**src/rtl/unary_pkg.sv**
```systemverilog
// unary_pkg: shared types for the unary arithmetic unit.
// Result mode encoding and top-level control states.
package unary_pkg;

  typedef enum logic [1:0] {
    MUL        = 2'b00,
    SCALED_ADD = 2'b01,
    MIN        = 2'b10,
    MAX        = 2'b11
  } unary_mode_e;

  typedef enum logic [1:0] {
    COLLECT = 2'b00,
    COMPUTE = 2'b01,
    EMIT    = 2'b10
  } unary_state_e;

endpackage : unary_pkg

```
**src/rtl/unary_stream_counter.sv**
```systemverilog
// unary_stream_counter: per-channel ones counter and saturating bit counter.
// Bits offered once INPUT_WIDTH bits have been taken are dropped.
// fill_now flags the edge on which the final bit is being accepted, so the
// parent can leave COLLECT on that same edge.
module unary_stream_counter
  import unary_pkg::*;
#(
  parameter int INPUT_WIDTH = 8,
  parameter int COUNT_WIDTH = $clog2(INPUT_WIDTH + 1)
) (
  input  logic                   clk,
  input  logic                   reset,
  input  logic                   clear,
  input  logic                   en,
  input  logic                   bit_in,
  output logic [COUNT_WIDTH-1:0] ones,
  output logic                   full,
  output logic                   fill_now
);

  localparam logic [COUNT_WIDTH-1:0] FULL_CNT = COUNT_WIDTH'(INPUT_WIDTH);
  localparam logic [COUNT_WIDTH-1:0] LAST_CNT = COUNT_WIDTH'(INPUT_WIDTH - 1);

  logic [COUNT_WIDTH-1:0] ones_reg;
  logic [COUNT_WIDTH-1:0] bits_reg;
  logic                   accept;

  assign full     = (bits_reg == FULL_CNT);
  assign accept   = en && !full;
  assign fill_now = accept && (bits_reg == LAST_CNT);
  assign ones     = ones_reg;

  // Accumulate ones and bit count until the channel holds a full stream.
  always_ff @(posedge clk or posedge reset) begin
    if (reset) begin
      ones_reg <= '0;
      bits_reg <= '0;
    end else if (clear) begin
      ones_reg <= '0;
      bits_reg <= '0;
    end else if (accept) begin
      ones_reg <= ones_reg + COUNT_WIDTH'(bit_in);
      bits_reg <= bits_reg + 1'b1;
    end
  end

endmodule : unary_stream_counter

```
**src/rtl/unary_arith_unit.sv**
```systemverilog
// unary_arith_unit: collects two serial unary streams, combines their ones
// counts (MUL / SCALED_ADD / MIN / MAX) and re-emits the result as a unary
// stream with output backpressure.
// Build option: define UNARY_DITHER_EN for error-diffusion output encoding;
// otherwise the output stream is thermometer coded, LSB first.
module unary_arith_unit
  import unary_pkg::*;
#(
  parameter int INPUT_WIDTH = 8,
  parameter int COUNT_WIDTH = $clog2(INPUT_WIDTH + 1)
) (
  input  logic                   clk,
  input  logic                   reset,
  input  logic                   a,
  input  logic                   b,
  input  logic [1:0]             ready,
  input  logic [1:0]             mode,
  input  logic                   out_ready,
  output logic                   y,
  output logic                   valid,
  output logic                   busy,
  output logic [COUNT_WIDTH-1:0] y_ones
);

  localparam int LOG2_W = $clog2(INPUT_WIDTH);
  localparam logic [COUNT_WIDTH-1:0]   LAST_IDX  = COUNT_WIDTH'(INPUT_WIDTH - 1);
  localparam logic [2*COUNT_WIDTH-1:0] MUL_ROUND = (2*COUNT_WIDTH)'(INPUT_WIDTH / 2);

  unary_state_e           state_reg;
  unary_state_e           state_next;
  unary_mode_e            mode_reg;
  logic [COUNT_WIDTH-1:0] y_ones_reg;
  logic [COUNT_WIDTH-1:0] k_reg;

  logic [1:0]             ch_bit;
  logic [COUNT_WIDTH-1:0] ch_ones [2];
  logic [1:0]             ch_full;
  logic [1:0]             ch_fill;

  logic collect_en;
  logic collect_done;
  logic emit_accept;
  logic emit_done;

  assign ch_bit       = {b, a};
  assign collect_en   = (state_reg == COLLECT);
  assign collect_done = collect_en && (&(ch_full | ch_fill));
  assign emit_accept  = (state_reg == EMIT) && out_ready;
  assign emit_done    = emit_accept && (k_reg == LAST_IDX);

  // Channel 0 counts a, channel 1 counts b; both cleared once the output stream completes.
  generate
    for (genvar gi = 0; gi < 2; gi++) begin : g_ch
      unary_stream_counter #(
        .INPUT_WIDTH(INPUT_WIDTH),
        .COUNT_WIDTH(COUNT_WIDTH)
      ) u_cnt (
        .clk      (clk),
        .reset    (reset),
        .clear    (emit_done),
        .en       (collect_en && ready[gi]),
        .bit_in   (ch_bit[gi]),
        .ones     (ch_ones[gi]),
        .full     (ch_full[gi]),
        .fill_now (ch_fill[gi])
      );
    end
  endgenerate

  // Result arithmetic. The rounding bits shifted out and the always-zero
  // high bits are split off explicitly; the result never exceeds W.
  logic [2*COUNT_WIDTH-1:0]        prod_sum;
  logic [COUNT_WIDTH-LOG2_W-1:0]   mul_hi_unused;
  logic [COUNT_WIDTH-1:0]          mul_res;
  logic [LOG2_W-1:0]               mul_lo_unused;
  logic [COUNT_WIDTH:0]            add_sum;
  logic [COUNT_WIDTH-1:0]          add_res;
  logic                            add_lo_unused;
  logic [COUNT_WIDTH-1:0]          result;

  assign prod_sum = ({{COUNT_WIDTH{1'b0}}, ch_ones[0]} * {{COUNT_WIDTH{1'b0}}, ch_ones[1]}) + MUL_ROUND;
  assign {mul_hi_unused, mul_res, mul_lo_unused} = prod_sum;
  assign add_sum = {1'b0, ch_ones[0]} + {1'b0, ch_ones[1]} + (COUNT_WIDTH+1)'(1);
  assign {add_res, add_lo_unused} = add_sum;

  // Select the combined ones count according to the mode latched at end of COLLECT.
  always_comb begin
    result = mul_res;
    case (mode_reg)
      MUL:        result = mul_res;
      SCALED_ADD: result = add_res;
      MIN:        result = (ch_ones[0] < ch_ones[1]) ? ch_ones[0] : ch_ones[1];
      MAX:        result = (ch_ones[0] > ch_ones[1]) ? ch_ones[0] : ch_ones[1];
      default:    result = mul_res;
    endcase
  end

  // Control state register.
  always_ff @(posedge clk or posedge reset) begin
    if (reset) begin
      state_reg <= COLLECT;
    end else begin
      state_reg <= state_next;
    end
  end

  // Next-state logic: leave COLLECT on the edge both channels become full.
  always_comb begin
    state_next = state_reg;
    case (state_reg)
      COLLECT: if (collect_done) state_next = COMPUTE;
      COMPUTE: state_next = EMIT;
      EMIT:    if (emit_done) state_next = COLLECT;
      default: state_next = COLLECT;
    endcase
  end

  // Latch mode, register the result and step the output bit index.
  always_ff @(posedge clk or posedge reset) begin
    if (reset) begin
      mode_reg   <= MUL;
      y_ones_reg <= '0;
      k_reg      <= '0;
    end else begin
      if (collect_done) begin
        mode_reg <= unary_mode_e'(mode);
      end
      if (state_reg == COMPUTE) begin
        y_ones_reg <= result;
        k_reg      <= '0;
      end else if (emit_accept) begin
        k_reg <= emit_done ? '0 : k_reg + 1'b1;
      end
    end
  end

  assign valid  = (state_reg == EMIT);
  assign busy   = (state_reg != COLLECT);
  assign y_ones = y_ones_reg;

`ifdef UNARY_DITHER_EN
  localparam logic [COUNT_WIDTH:0] FULL_W = (COUNT_WIDTH+1)'(INPUT_WIDTH);

  logic [COUNT_WIDTH:0] acc_reg;
  logic [COUNT_WIDTH:0] dither_sum;
  logic                 dither_hit;

  assign dither_sum = acc_reg + {1'b0, y_ones_reg};
  assign dither_hit = (dither_sum >= FULL_W);
  assign y          = valid && dither_hit;

  // Error-diffusion accumulator: restarts each COMPUTE, advances per accepted bit.
  always_ff @(posedge clk or posedge reset) begin
    if (reset) begin
      acc_reg <= '0;
    end else if (state_reg == COMPUTE) begin
      acc_reg <= '0;
    end else if (emit_accept) begin
      acc_reg <= dither_hit ? (dither_sum - FULL_W) : dither_sum;
    end
  end
`else
  // Thermometer code: the first y_ones bits of the stream are ones.
  assign y = valid && (k_reg < y_ones_reg);
`endif

endmodule : unary_arith_unit

```
**config.mk**
```make
export PLATFORM = sky130hd
export DESIGN_NAME = unary_arith_unit
export DESIGN_NICKNAME = d
export VERILOG_FILES = /design/src/rtl/unary_pkg.sv /design/src/rtl/unary_stream_counter.sv /design/src/rtl/unary_arith_unit.sv
export SDC_FILE = /design/constraint.sdc
export NUM_CORES = 1
export LEC_CHECK = 0
export CAP_MARGIN = 20
export CORE_ASPECT_RATIO = 0.6
export CORE_UTILIZATION = 40
export CTS_CLUSTER_SIZE = 10
export DETAILED_ROUTE_END_ITERATION = 10
export DONT_BUFFER_PORTS = 1
export PLACE_DENSITY = 0.53
export SYNTH_ARGS = -nofsm -noshare
export SYNTH_HDL_FRONTEND = slang
export SYNTH_SLANG_ARGS = --single-unit
```
**constraint.sdc**
```tcl
create_clock -name clk -period 4.1 [get_ports clk]
set_input_delay 0.615 -clock clk [delete_from_list [all_inputs] [get_ports clk]]
set_output_delay 0.615 -clock clk [all_outputs]
set_load 0.05 [all_outputs]
```
==> results.txt, run 1 <==
Largest family of logic cells by synthesized area -> adder cells
Ys async rst share -> 1.00
First-pass GRT wire length -> 8100 µm
Count of different cell masters after synthesis -> 49
Routed Antenna Nets -> 0
Max_cap viols -> 0
Period minus WS final -> 3.33 ns
Largest net degree at the start of global routing -> 29
Starting Density -> 0.417
DRT Pass-1 Iters -> 4
Clk buf depth -> 2
Mapped Area -> 0.00233 mm²
Mux share of post-synthesis cell area -> 0.0413
Worst-path fanout max -> 8
Total number of vias -> 1685
Synthesized instance count -> 251
Final TNS setup -> 0 ns
Fraction of final layout cells sized beyond drive strength 1 -> 0.0843
Worst-margin pin slew -> 0.920 ns
HP Class -> input port to async pin
Largest stage delay, worst path -> 0.55 ns
Area growth from synthesis to layout -> 6.00%
Die Width -> 101 µm
Slew Viols, Final -> 0
Sequential area share after synthesis -> 0.300
Clk sinks -> 28
Max Freq -> 0.301 GHz
Post-synthesis register bit count -> 28
DRT Wirelength -> 5050 µm
Tcrit/Tclk final -> 0.811
Syn Area/Cell -> 9.30 µm²
Synth top area share -> 0.300
Routability cong. -> 0.860
Simple-gate share of the synthesized area -> 0.186
PortBufs -> 0
Die area -> 0.00616 mm²
Core ar. -> 0.00560 mm²
Post-synth EDFFs -> 0
Hold Fails Final Rpt -> 0
Grt total ovfl -> 0
Slew headroom -> 0.386
Via density -> 5.12
RSZ-0062 raised after global routing -> no
Post-Synth XOR/XNOR Area -> 0.0638
Crit path capture type -> flop
Status -> finished, final reports clean
Worst-case clock skew -> 0.00947 ns
Max stage delay cell, worst path -> fa_1
Warnings from Yosys -> 0
Adder-cell area share of the yosys netlist -> 0.209
Clock-pin slew on the worst setup and hold paths -> 0.10 ns
WL/cell -> 15.3 µm
Worst EP required -> 4.24 ns
Final setup vio count -> 0
Area leader, netlist -> dfrtp_1
Tot GR Track Use -> 0.173
Most numerous cell in the Yosys netlist -> ha_1
H-tree levels -> 1
Crit-path most repeated cell -> fa_1
Post-synth net total -> 296
Synth top cells by count -> ha_1, dfrtp_1, nor2_1, inv_1, nand2_1
Initial DRC Count -> 161
Critical Path Start Type -> flop
Vias in the first global route -> 1524
Main area contributors after synthesis -> dfrtp_1, ha_1, nor2_1
PostCTS Resize Cnt -> 0
Ant. Diodes -> 0
Post-CTS Hold Buffers -> 0
Antenna violations before repair -> 0
DRC -> 0
Worst-Skew Late Latency -> 0.28 ns
Root Driver -> clkbuf_8
DIE HEIGHT -> 61.2 µm
Nets@finish -> 295
Crit path cell chain -> nand2_1 > fa_1 > fa_1 > inv_1 > ha_1 > ha_1 > inv_1 > fa_1 > xor2_1 > a21oi_1 > a31oi_1 > o221ai_2
Complex-gate fraction of the synthesized area -> 0.143
CTS tree -> done
Crit Path Category -> flop to flop
Top_reg_cell synth -> dfrtp_1
HPWL Detailed -> 3970 µm
Post-CTS setup buffers -> 0
# rows -> 21
IO Pins -> 16
WP data arrival -> 3.46 ns
Total CTS buffers -> 3
## per-layer routing
layer  wire length (µm)  vias to the layer above  share of wire  GRT usage
li1                   -                      854              -          -
met1               2850                      780           0.57      0.289
met2               1780                       51           0.35      0.205
met3                413                        0          0.082     0.0658
met4                  0                        0              0    0.00621
met5                  0                        -              0          0
## area by class of cell
type                            count  area [µm²]
Clock buffer                        3        41.3
Clock inverter                      1        30.0
Fill cell                         555        3120
Inverter                           24        90.1
Multi-Input combinational cell    192        1510
Sequential cell                    28         701
Tap cell                           80         100
Timing Repair Buffer                1        7.51
## worst max-delay path, delay by kind of cell (launching register included)
family / cells / cell delay (ns)
simple gates: 1 / 0.13
flops: 1 / 0.52
compound gates: 3 / 0.42
buf+inv: 2 / 0.09
fa+ha+maj: 5 / 1.88
xor+xnor: 1 / 0.16
## path summary, 6_finish.rpt
kind | from | to | slack, ns | cells past startpoint
worst max-delay path | g_ch[1].u_cnt.ones[2]$_DFFE_PP0P_ | y_ones[2]$_DFFE_PP0N_ | 0.77 | 12
min in group clk | mode[1] | mode_reg[1]$_DFFE_PP0P_ | 0.46 | 2
max in group asynchronous | reset | state_reg[0]$_DFFE_PP0P_ | 3.54 | 2
worst max register to register | g_ch[1].u_cnt.ones[2]$_DFFE_PP0P_ | y_ones[2]$_DFFE_PP0N_ | 0.77 | 12
worst min-delay path | reset | g_ch[0].u_cnt.ones[2]$_DFFE_PP0P_ | 0.29 | 2
worst min register to register | k_reg[0]$_DFFE_PP0P_ | k_reg[0]$_DFFE_PP0P_ | 0.56 | 1
## stage by stage
| stage | util | hold WS (ns) | worst slack, ns | area, µm² | cells |
|---|---|---|---|---|---|
| 4_1_cts | 0.442 | 0.293 | 0.785 | 2470 | 329 |
| 6_report | 0.442 | 0.292 | 0.774 | 2470 | 329 |
| 2_1_floorplan | - | 0.492 | 0.961 | 2330 | 251 |
| 5_1_grt | 0.442 | 0.337 | 0.570 | 2470 | 329 |
| 3_5_place_dp | 0.429 | 0.550 | 0.821 | 2400 | 325 |
| 3_3_place_gp | 0.429 | 0.544 | 0.884 | 2400 | 325 |
## cell families (layout without fill, tap and decap cells)
kind of cell | Yosys count | in the layout
simple gates | 86 | 86
compound gates | 44 | 44
fa+ha+maj | 36 | 36
buf+inv | 31 | 29
flops | 28 | 28
xor+xnor | 17 | 17
mux | 9 | 9
## placed cells by master (no fill, tap or decap), types with 4 or more instances in the layout
cell type and n:
ha_1 31, nor2_1 28, dfrtp_1 28, inv_1 23
nand2_1 20, o21ai_0 10, a21oi_1 9, xor2_1 9
nand3_1 8, xnor2_1 8, mux2i_1 7, nand2b_1 6
nand4_1 5, fa_1 5, and2_1 4
Power of run 1 is left out: the tool's default activity adds up to more than one toggle a clock period on the data nets, which glitch-free logic cannot reach.
==> inputs of run 2 (changes only) <==
PLACE_DENSITY = 0.55   (was 0.53)
clock period = 3.02 ns   (was 4.1 ns; I/O delays follow)
==> results.txt, run 2 (synthesis gave the netlist of run 1 again) <==
Status -> finished, final reports clean
Die area -> 0.00616 mm²
Nets@finish -> 310
Worst-path fanout max -> 2
Clk buf depth -> 2
Starting Density -> 0.417
IO Pins -> 16
Antenna violations before repair -> 1
Worst-Skew Late Latency -> 0.28 ns
Die Width -> 101 µm
HP Class -> input port to async pin
PortBufs -> 0
Crit Path Category -> flop to flop
Clk sinks -> 28
Grt total ovfl -> 0
Critical Path Start Type -> flop
Hold Worst Slack -> 0.117 ns
Slew Viols, Final -> 0
Routed Antenna Nets -> 0
Worst EP required -> 3.18 ns
Total number of vias -> 1729
Routability cong. -> 0.839
Vias in the first global route -> 1532
HPWL Detailed -> 4110 µm
First-pass GRT wire length -> 8160 µm
# rows -> 21
Worst-case clock skew -> 0.00223 ns
WL/cell -> 15.0 µm
Tcrit/Tclk final -> 0.964
Period minus WS final -> 2.91 ns
DRC -> 0
Clock-pin slew on the worst setup and hold paths -> 0.10 ns
Initial DRC Count -> 98
Core ar. -> 0.00560 mm²
DRT Wirelength -> 5160 µm
Tot GR Track Use -> 0.178
RSZ-0062 raised after global routing -> yes
WP data arrival -> 3.07 ns
Max stage delay cell, worst path -> fa_1
Area growth from synthesis to layout -> 12.5%
CTS tree -> done
Via density -> 5.01
Largest stage delay, worst path -> 0.51 ns
Hold Fails Final Rpt -> 0
Commonest cells after routing, fill and taps aside -> nor2_1, ha_1, dfrtp_1
DIE HEIGHT -> 61.2 µm
Max Freq -> 0.343 GHz
Total CTS buffers -> 3
Crit path cell chain -> nand2_2 > fa_1 > fa_1 > inv_2 > ha_4 > ha_4 > inv_2 > fa_2 > xor2_1 > a21oi_1 > a31oi_1 > o221ai_2
Worst-margin pin slew -> 0.698 ns
Final setup vio count -> 0
Largest net degree at the start of global routing -> 29
Fraction of final layout cells sized beyond drive strength 1 -> 0.167
Crit path capture type -> flop
DRT Pass-1 Iters -> 4
H-tree levels -> 1
Root Driver -> clkbuf_8
Slew headroom -> 0.533
Max_cap viols -> 0
-- run 2: worst paths after layout --
path / slack [ns] / end / cells past startpoint / start
max: 0.11 / y_ones[2]$_DFFE_PP0N_ / 12 / g_ch[0].u_cnt.ones[0]$_DFFE_PP0P_
max reg2reg: 0.11 / y_ones[2]$_DFFE_PP0N_ / 12 / g_ch[0].u_cnt.ones[0]$_DFFE_PP0P_
min reg2reg: 0.54 / k_reg[0]$_DFFE_PP0P_ / 1 / k_reg[0]$_DFFE_PP0P_
max in group asynchronous: 2.64 / g_ch[0].u_cnt.ones[1]$_DFFE_PP0P_ / 2 / reset
min in group clk: 0.29 / mode_reg[1]$_DFFE_PP0P_ / 2 / mode[1]
min: 0.12 / k_reg[3]$_DFFE_PP0P_ / 2 / reset
-- run 2: critical path, delay by kind of cell, from the launching register on --
family	cells	cell delay [ns]
AO/OA/AOI/OAI	3	0.39
buffers and inverters	2	0.08
flip-flops	1	0.38
adder cells (fa/ha/maj)	5	1.71
XOR/XNOR	1	0.15
AND/OR/NAND/NOR	1	0.06
-- run 2: timing repair --
| action | 4_1_cts | 5_1_grt |
|---|---|---|
| resized for setup | 3 | 7 |
| endpoints found under the setup margin | 3 | 3 |
| pin swaps | 4 | 4 |
| buffers inserted | 0 | 0 |
| hold buffers | 0 | 0 |
-- run 2: layout make-up --
class	count	area (µm²)
antenna	1	2.50
clock buffer	3	41.3
clock inverter	1	30.0
fill	562	2970
inverter	24	90.1
multi-input combinational	192	1540
sequential	28	701
tap	80	100
timing repair buffer	16	120
-- run 2: metrics by stage --
stage	instances	setup WS [ns]	area (µm²)	setup TNS, ns	utilization
after floorplan	251	0.00332	2330	0	-
after global placement	340	-0.0250	2520	-0.0353	0.450
after detailed placement	340	-0.0747	2520	-0.0776	0.450
after CTS	344	0.0305	2590	0	0.463
after global routing	345	-0.0405	2630	-0.0742	0.469
final	345	0.109	2630	0	0.469
-- run 2: layer usage --
layer / part of all wire / up-vias / track usage
li1: - / 887 / -
met1: 0.59 / 807 / 0.287
met2: 0.35 / 32 / 0.237
met3: 0.052 / 3 / 0.0477
met4: 0.0031 / 0 / 0.0186
met5: 0 / - / 0
Power of run 2 is left out for the same reason.
==> inputs of run 3 (changes only) <==
CORE_UTILIZATION = 50   (was 40)
CTS_BUF_LIST = sky130_fd_sc_hd__clkbuf_8   (was not set)
PLACE_DENSITY = 0.67   (was 0.55)
==> results.txt, run 3 (synthesis gave the netlist of run 1 again) <==
Vias in the first global route -> 1589
Hold Fails Final Rpt -> 0
Post-Route M1 WL -> 2730 µm
Grt total ovfl -> 0
Largest stage delay, worst path -> 0.54 ns
WP data arrival -> 3.10 ns
Final setup vio count -> 0
Crit path cell chain -> nand2_2 > fa_1 > fa_1 > inv_2 > ha_4 > ha_4 > inv_2 > fa_2 > xor2_1 > a21oi_1 > a31oi_1 > o221ai_2
First-pass GRT wire length -> 8090 µm
Core ar. -> 0.00428 mm²
WL met3 -> 278 µm
# fillers -> 378
Clock-pin slew on the worst setup and hold paths -> 0.09 ns
Status -> finished, final reports clean
Ant. Diodes -> 0
Tcrit/Tclk final -> 0.977
HP Class -> input port to async pin
Hold Worst Slack -> 0.00268 ns
Total CTS buffers -> 3
Max Freq -> 0.339 GHz
DR WL met2 -> 1940 µm
Crit path capture type -> flop
Antenna violations before repair -> 0
Max_cap viols -> 0
Nets@finish -> 308
Period minus WS final -> 2.95 ns
Starting Density -> 0.546
DRT Pass-1 Iters -> 4
IO Pins -> 16
CP Buf/Inv Count -> 2
Worst-case clock skew -> 0.00138 ns
HPWL Detailed -> 3890 µm
Cell family with most CP delay -> adder cells
Max stage delay cell, worst path -> fa_1
Worst-Skew Late Latency -> 0.27 ns
Commonest cells after routing, fill and taps aside -> nor2_1, dfrtp_1, ha_1
Worst-path fanout max -> 2
Slew headroom -> 0.558
Uppermost routed layer -> met3
RSZ-0062 raised after global routing -> yes
DIE HEIGHT -> 54.9 µm
H-tree levels -> 1
Largest net degree at the start of global routing -> 29
Slew Viols, Final -> 0
Total number of vias -> 1765
Crit Path Category -> flop to flop
Initial DRC Count -> 139
Die area -> 0.00496 mm²
Tot GR Track Use -> 0.215
Clk buf depth -> 2
Post-CTS setup buffers -> 0
Via density -> 5.48
Fraction of final layout cells sized beyond drive strength 1 -> 0.172
Routed Antenna Nets -> 0
DRC -> 0
Worst-margin pin slew -> 0.662 ns
# rows -> 18
R2r setup slk -> 0.07 ns
PortBufs -> 0
Area growth from synthesis to layout -> 12.3%
Routability cong. -> 0.926
DRT Wirelength -> 4940 µm
Critical Path Start Type -> flop
Fin util -> 0.613
Worst EP required -> 3.17 ns
CTS tree -> done
WL/cell -> 15.3 µm
Clk sinks -> 28
Root Driver -> clkbuf_8
Die Width -> 90.2 µm
run 3: stage by stage:
step / TNS, ns / instances / instance area [µm²] / setup slack (ns)
after floorplan: 0 / 251 / 2330 / 0.00332
after global routing: -0.133 / 322 / 2620 / -0.104
after detailed placement: -0.122 / 317 / 2470 / -0.0678
after CTS: 0 / 321 / 2550 / 0.0119
final: 0 / 322 / 2620 / 0.0698
after global placement: -0.0484 / 317 / 2470 / -0.0300
run 3: worst reg2reg max path, delay by kind of cell, from the launching register on:
kind | cells | cell delay, ns
xor+xnor | 1 | 0.15
simple gates | 1 | 0.07
flops | 1 | 0.37
fa+ha+maj | 5 | 1.76
compound gates | 3 | 0.40
buf+inv | 2 | 0.08
run 3: layer usage:
metal / up-vias / GRT usage
met1: 831 / 0.338
met3: 0 / 0.0451
li1: 883 / -
met2: 51 / 0.304
met4: 0 / 0.0296
met5: - / 0
run 3: timing repair:
| item | 4_1_cts | 5_1_grt |
|---|---|---|
| hold buffers | 0 | 0 |
| endpoints found under the hold margin | 0 | 0 |
| gates resized for setup | 5 | 8 |
| pin swaps | 4 | 8 |
| endpoints found under the setup margin | 2 | 3 |
run 3: final cells by class:
cell class,count,area (µm²),area share
clock inverters,1,30.0,0.0115
repair buffers,14,125,0.0477
well taps,60,75.1,0.0286
clock buffers,3,41.3,0.0158
multi-input cells,192,1560,0.595
flip-flops and latches,28,701,0.267
inverters,24,90.1,0.0344
run 3: worst paths after layout:
check                                             startpoint                                end  depth (start not counted)
max in group asynchronous                              reset  g_ch[0].u_cnt.ones[3]$_DFFE_PP0P_                          2
max                        g_ch[1].u_cnt.ones[3]$_DFFE_PP0P_              y_ones[2]$_DFFE_PP0N_                         12
min in group clk                                     mode[1]            mode_reg[1]$_DFFE_PP0P_                          2
max reg2reg                g_ch[1].u_cnt.ones[3]$_DFFE_PP0P_              y_ones[2]$_DFFE_PP0N_                         12
min                                                    reset               k_reg[3]$_DFFE_PP0P_                          1
min reg2reg                             k_reg[0]$_DFFE_PP0P_               k_reg[0]$_DFFE_PP0P_                          1
Power of run 3 is left out for the same reason.
